**src/rtl/bcd_pkg.sv**
```systemverilog
// bcd_pkg: types, constants and helpers shared by the BCD counter slice.
//   bcd_digit_t  : one packed BCD decade (4 bits, legal values 0-9)
//   BCD_MAX/MIN  : terminal values of a decade
//   bcd_san_t    : sanitised digit plus an error flag
//   bcd_sanitize : maps 10-15 to 0 and flags that the digit was replaced
package bcd_pkg;

  typedef logic [3:0] bcd_digit_t;

  localparam bcd_digit_t BCD_MAX = 4'd9;
  localparam bcd_digit_t BCD_MIN = 4'd0;

  typedef struct packed {
    logic       err;
    bcd_digit_t digit;
  } bcd_san_t;

  function automatic bcd_san_t bcd_sanitize(input bcd_digit_t d);
    bcd_san_t r;
    if (d > BCD_MAX) begin
      r.err   = 1'b1;
      r.digit = BCD_MIN;
    end else begin
      r.err   = 1'b0;
      r.digit = d;
    end
    return r;
  endfunction

endpackage

```
**src/rtl/bcd_digit.sv**
```systemverilog
// bcd_digit: one decade register of the multi-digit BCD counter.
// Ports:
//   clk, reset (async, active high)
//   load      : take load_val (caller supplies an already sanitised digit)
//   load_val  : digit to load
//   inc, dec  : carry-in / borrow-in from the previous decade (never both)
//   q         : current digit
//   carry     : this decade rolls 9 -> 0 on an increment
//   borrow    : this decade rolls 0 -> 9 on a decrement
// carry/borrow are combinational so the chain ripples within one cycle.
module bcd_digit
  import bcd_pkg::*;
(
  input  logic       clk,
  input  logic       reset,
  input  logic       load,
  input  bcd_digit_t load_val,
  input  logic       inc,
  input  logic       dec,
  output bcd_digit_t q,
  output logic       carry,
  output logic       borrow
);

  assign carry  = inc && (q == BCD_MAX);
  assign borrow = dec && (q == BCD_MIN);

  always_ff @(posedge clk or posedge reset) begin
    if (reset) begin
      q <= BCD_MIN;
    end else if (load) begin
      q <= load_val;
    end else if (inc) begin
      q <= (q == BCD_MAX) ? BCD_MIN : q + 4'd1;
    end else if (dec) begin
      q <= (q == BCD_MIN) ? BCD_MAX : q - 4'd1;
    end
  end

endmodule

```
**src/rtl/bcd_counter_n.sv**
```systemverilog
// bcd_counter_n: DIGITS-decade packed BCD up/down counter with synchronous
// parallel load, count enable and a registered wrap pulse.
// Parameters:
//   DIGITS    : number of decades (1-8)
// Ports:
//   clk, reset (async, active high)
//   en        : count one step per cycle while high
//   up_dn     : 1 = count up, 0 = count down
//   load      : synchronous load, overrides en
//   load_val  : packed BCD load value, digit 0 in [3:0]
//   count     : registered packed BCD value
//   wrap      : one-cycle pulse after the count wrapped (or, when saturating,
//               after an enabled step was blocked at the terminal value)
//   load_err  : set when the most recent load held a non-BCD digit
// Build option: define BCD_COUNTER_SATURATE_EN to saturate at all nines /
// all zeros instead of wrapping.
module bcd_counter_n
  import bcd_pkg::*;
#(
  parameter int DIGITS = 4
) (
  input  logic                  clk,
  input  logic                  reset,
  input  logic                  en,
  input  logic                  up_dn,
  input  logic                  load,
  input  logic [4*DIGITS-1:0]   load_val,
  output logic [4*DIGITS-1:0]   count,
  output logic                  wrap,
  output logic                  load_err
);

  logic [DIGITS-1:0][3:0] digits;
  logic [DIGITS-1:0][3:0] san_digits;
  logic [DIGITS:0]        inc_c;
  logic [DIGITS:0]        dec_c;
  logic                   any_err;
  logic                   all_nine;
  logic                   all_zero;
  logic                   step_up;
  logic                   step_dn;
  logic                   blocked;
  logic                   wrap_next;

  assign count = digits;

  // Sanitise every incoming digit and collect the error flags.
  always_comb begin
    bcd_san_t s;
    any_err    = 1'b0;
    san_digits = '0;
    for (int i = 0; i < DIGITS; i++) begin
      s             = bcd_sanitize(load_val[4*i +: 4]);
      san_digits[i] = s.digit;
      any_err       = any_err | s.err;
    end
  end

  // Terminal-value detection on the registered count.
  always_comb begin
    all_nine = 1'b1;
    all_zero = 1'b1;
    for (int i = 0; i < DIGITS; i++) begin
      if (digits[i] != BCD_MAX) all_nine = 1'b0;
      if (digits[i] != BCD_MIN) all_zero = 1'b0;
    end
  end

  // Load wins over en, so a load edge never steps the chain.
  assign step_up = en && !load && up_dn;
  assign step_dn = en && !load && !up_dn;

`ifdef BCD_COUNTER_SATURATE_EN
  // A step that would leave the terminal value is swallowed and reported.
  assign blocked  = (step_up && all_nine) || (step_dn && all_zero);
  assign inc_c[0] = step_up && !blocked;
  assign dec_c[0] = step_dn && !blocked;
  // With the chain gated, the top carry/borrow can never fire; it is kept in
  // the expression so the chain end stays connected.
  assign wrap_next = blocked || inc_c[DIGITS] || dec_c[DIGITS];
`else
  assign blocked  = 1'b0;
  assign inc_c[0] = step_up;
  assign dec_c[0] = step_dn;
  // A carry/borrow out of the top decade is exactly a full wrap.
  assign wrap_next = inc_c[DIGITS] || dec_c[DIGITS] || blocked;
`endif

  for (genvar g = 0; g < DIGITS; g++) begin : g_digit
    bcd_digit u_digit (
      .clk      (clk),
      .reset    (reset),
      .load     (load),
      .load_val (san_digits[g]),
      .inc      (inc_c[g]),
      .dec      (dec_c[g]),
      .q        (digits[g]),
      .carry    (inc_c[g+1]),
      .borrow   (dec_c[g+1])
    );
  end

  always_ff @(posedge clk or posedge reset) begin
    if (reset) begin
      wrap     <= 1'b0;
      load_err <= 1'b0;
    end else if (load) begin
      wrap     <= 1'b0;
      load_err <= any_err;
    end else begin
      wrap     <= wrap_next;
    end
  end

endmodule

```
**config.mk**
```make
export PLATFORM = sky130hd
export DESIGN_NAME = bcd_counter_n
export DESIGN_NICKNAME = d
export VERILOG_FILES = /design/src/rtl/bcd_pkg.sv /design/src/rtl/bcd_digit.sv /design/src/rtl/bcd_counter_n.sv
export SDC_FILE = /design/constraint.sdc
export NUM_CORES = 1
export LEC_CHECK = 0
export CORE_UTILIZATION = 40
export DETAILED_ROUTE_END_ITERATION = 6
export GPL_TIMING_DRIVEN = 1
export PLACE_DENSITY_LB_ADDON = 0.3
export SLEW_MARGIN = 20
export SYNTH_ARGS = -nofsm -noshare
export SYNTH_HDL_FRONTEND = slang
export SYNTH_SLANG_ARGS = --single-unit
```
**constraint.sdc**
```tcl
create_clock -name clk -period 2.9 [get_ports clk]
set_clock_uncertainty 0.2 [all_clocks]
set_input_delay 0.87 -clock clk [delete_from_list [all_inputs] [get_ports clk]]
set_output_delay 0.87 -clock clk [all_outputs]
set_load 0.01 [all_outputs]
```
==> impl_metrics.json <==
{
  "antenna_found_initial": 0,
  "cp_top_family": "simple AND/OR/NAND/NOR gates",
  "clk_pin_slew_ns": 0.07,
  "viasPerCell": 5.907,
  "routed_wl_um": 4318,
  "port_buffers": 38,
  "core_um2": 4000,
  "final_cells": 300,
  "nets": 273,
  "yosysUniqueCellTypes": 58,
  "max_stage_delay_ns": 0.44,
  "maxSlewHeadroom_pct": 64.58,
  "placed_cells": 297,
  "crit_slowest_cell": "clkdlybuf4s50_1",
  "die_w_um": 66.53,
  "cp-start-kind": "primary input",
  "pin_count": 39,
  "period_needed_ns": 2.802,
  "synth_area_per_cell_um2": 7.968,
  "min_path_type": "register to register",
  "num_vias": 1772,
  "path_cells": "clkdlybuf4s50_1 > buf_4 > or4_1 > nor3_2 > nand3_1 > or3_1 > a211oi_2",
  "place_area_um2": 2185,
  "required_ns": 2.88,
  "initial_utilization_pct": 41.63,
  "cts_tree": "done",
  "worst_pin_slew_ns": 0.5312,
  "final_area_um2": 2232,
  "area_growth_pct": 34.03,
  "fmax_ghz": 0.3569,
  "max-clock-path-buffers": 2,
  "worstHoldStart": "load_err$_DFFE_PP0P_",
  "leakage_nw": 0.8559,
  "status": "finished, final reports clean",
  "tns_ns": 0,
  "power_uw": 887.2,
  "min_to": "load_err$_DFFE_PP0P_",
  "drive_gt1_share_pct": 14.40,
  "synth_edf_count": 0,
  "ys.flop_type": "dfrtp_1",
  "min_path_cells": 2,
  "r2r-start": "g_digit[0].u_digit.q[0]$_DFFE_PP0P_",
  "setup_violations": 0,
  "grt_use_total_pct": 21.82,
  "final_hold_viol_count": 0,
  "path_buf_inv": 2,
  "fin_ws_ns": 0.09815,
  "crit_type": "primary input to register",
  "htree_levels": 1,
  "fp.dieH_um": 66.53,
  "r2r_end": "g_digit[3].u_digit.q[3]$_DFFE_PP0P_",
  "rows": 23,
  "die-area_um2": 4426,
  "gr-total-overflow": 0,
  "cts_setup_buffers": 0,
  "grt_max_degree": 27,
  "cts_buffers": 3,
  "ff2ff_path_depth": 5,
  "cts-root-buf": "clkbuf_8",
  "grt_pass1_wl_um": 7362,
  "drv_slew": 0,
  "endpoint_kind": "register",
  "ys_ff_latch": 18,
  "drt_first_pass_iters": 4,
  "place.detailed.hpwl_um": 3101,
  "diodes": 0,
  "r2r_setup_slack_ns": 0.49,
  "yosysSeqAreaShare_pct": 27.05,
  "rsz0062_at_grt": "false",
  "synthArstFlopShare_pct": 100.0,
  "wire_per_inst_um": 14.39,
  "vdd_drop_max_mv": 0.2312,
  "yosysWarnings": 0,
  "synthCells": 209,
  "synth_area_um2": 1665,
  "n_fill_cell": 389,
  "critPathArrivalTime_ns": 2.78,
  "post-route-period-util_pct": 96.62,
  "drtIter0Drc": 109,
  "clk_latency_ns": 0.26,
  "place_ws_ns": -0.1714,
  "clock-sinks": 18,
  "grt_pass1_vias": 1563,
  "cap_violations": 0,
  "synth_nets": 230,
  "critPathMaxFanout": 5,
  "power_density_nw_per_um2": 397.5,
  "drtAntennaViolNets": 0,
  "drcViolationCount": 0,
  "routabilityCongestion": 0.8729
}
registers in the layout, indices dropped and copies added, names as in the netlist:
name               count
load_err               1
g_digit.u_digit.q     16
wrap                   1
how the worst max path moves through the flow:
stage,from,to,cells after the start
6_report,up_dn,wrap$_DFF_PP0_,7
3_5_place_dp,up_dn,wrap$_DFF_PP0_,7
5_1_grt,up_dn,wrap$_DFF_PP0_,7
2_1_floorplan,load,g_digit[3].u_digit.q[3]$_DFFE_PP0P_,5
4_1_cts,up_dn,wrap$_DFF_PP0_,7
3_3_place_gp,up_dn,wrap$_DFF_PP0_,7
worst min-delay path: cells and delay by family, from the launching register on:
kind	cells	cell delay [ns]
flip-flops	1	0.35
AO/OA/AOI/OAI	1	0.10
AND/OR/NAND/NOR	1	0.05
layout make-up:
type | count | area, um2 | area share (%)
inverters | 8 | 30.03 | 1.345
clock buffers | 3 | 41.29 | 1.850
repair buffers | 62 | 560.5 | 25.11
multi-input cells | 159 | 1087 | 48.71
well taps | 50 | 62.56 | 2.803
flip-flops and latches | 18 | 450.4 | 20.18
cell usage after synthesis (5+ instances only):
master | n | share of area (%)
a21oi_1 | 8 | 2.4
inv_1 | 8 | 1.8
xnor2_1 | 5 | 2.6
nor4_1 | 7 | 2.6
nand3b_1 | 5 | 2.3
clkbuf_1 | 17 | 3.8
a31oi_1 | 8 | 3.0
nor3_1 | 8 | 2.4
o21ai_0 | 19 | 5.7
nor2_1 | 13 | 2.9
nand2_1 | 10 | 2.3
dfrtp_1 | 18 | 27
nand3_1 | 8 | 2.4
routing by layer:
metal	share of wire, %	vias up	GRT usage (%)
li1	-	886	-
met1	49	841	30.15
met2	46	40	34.31
met3	4.1	5	2.911
met4	1.3	0	8.245
met5	0	-	0
metrics by stage:
stage               hold slack [ns]  utilization (%)
finish                       0.3444            55.80
detailed placement           0.3289            54.61
global placement             0.3171            54.61
floorplan                    0.3635                -
global route                 0.4416            55.80
CTS                          0.3482            55.65
where the power goes:
group          switching (mW)  leakage (nW)  total (mW)  internal (mW)
logic                   0.142         0.610       0.339          0.197
registers              0.0835         0.224       0.363          0.279
clock network          0.0924        0.0216       0.185         0.0927
kinds of logic after synthesis:
group,after synthesis,share of synthesized area (%)
compound gates,67,26.82
buf+inv,32,8.039
flops,18,27.05
mux,3,1.953
xor+xnor,8,5.034
simple gates,81,31.11
cells in the final DEF, fill, tap and decap left out, types with 3 or more instances in the layout:
cell and count:
nand2_1 10, buf_4 24, o31ai_1 4, nand3_1 8, clkdlybuf4s50_1 38, o22ai_1 3
a31oi_1 8, inv_1 8, nand4_1 3, and3_1 3, or4_1 4, nor3_1 8
o211ai_1 4, clkbuf_8 3, o21ai_0 19, nor2_1 13, nor4_1 6, dfrtp_1 18
xnor2_1 5, nand4b_1 3, nand3b_1 5, a21oi_1 8
what timing repair did:
item,4_1_cts,5_1_grt
endpoints found under the hold margin,0,0
endpoints found under the setup margin,0,2
hold buffers,0,0
gates resized for setup,0,1
Power figures use the tool's default switching activity.
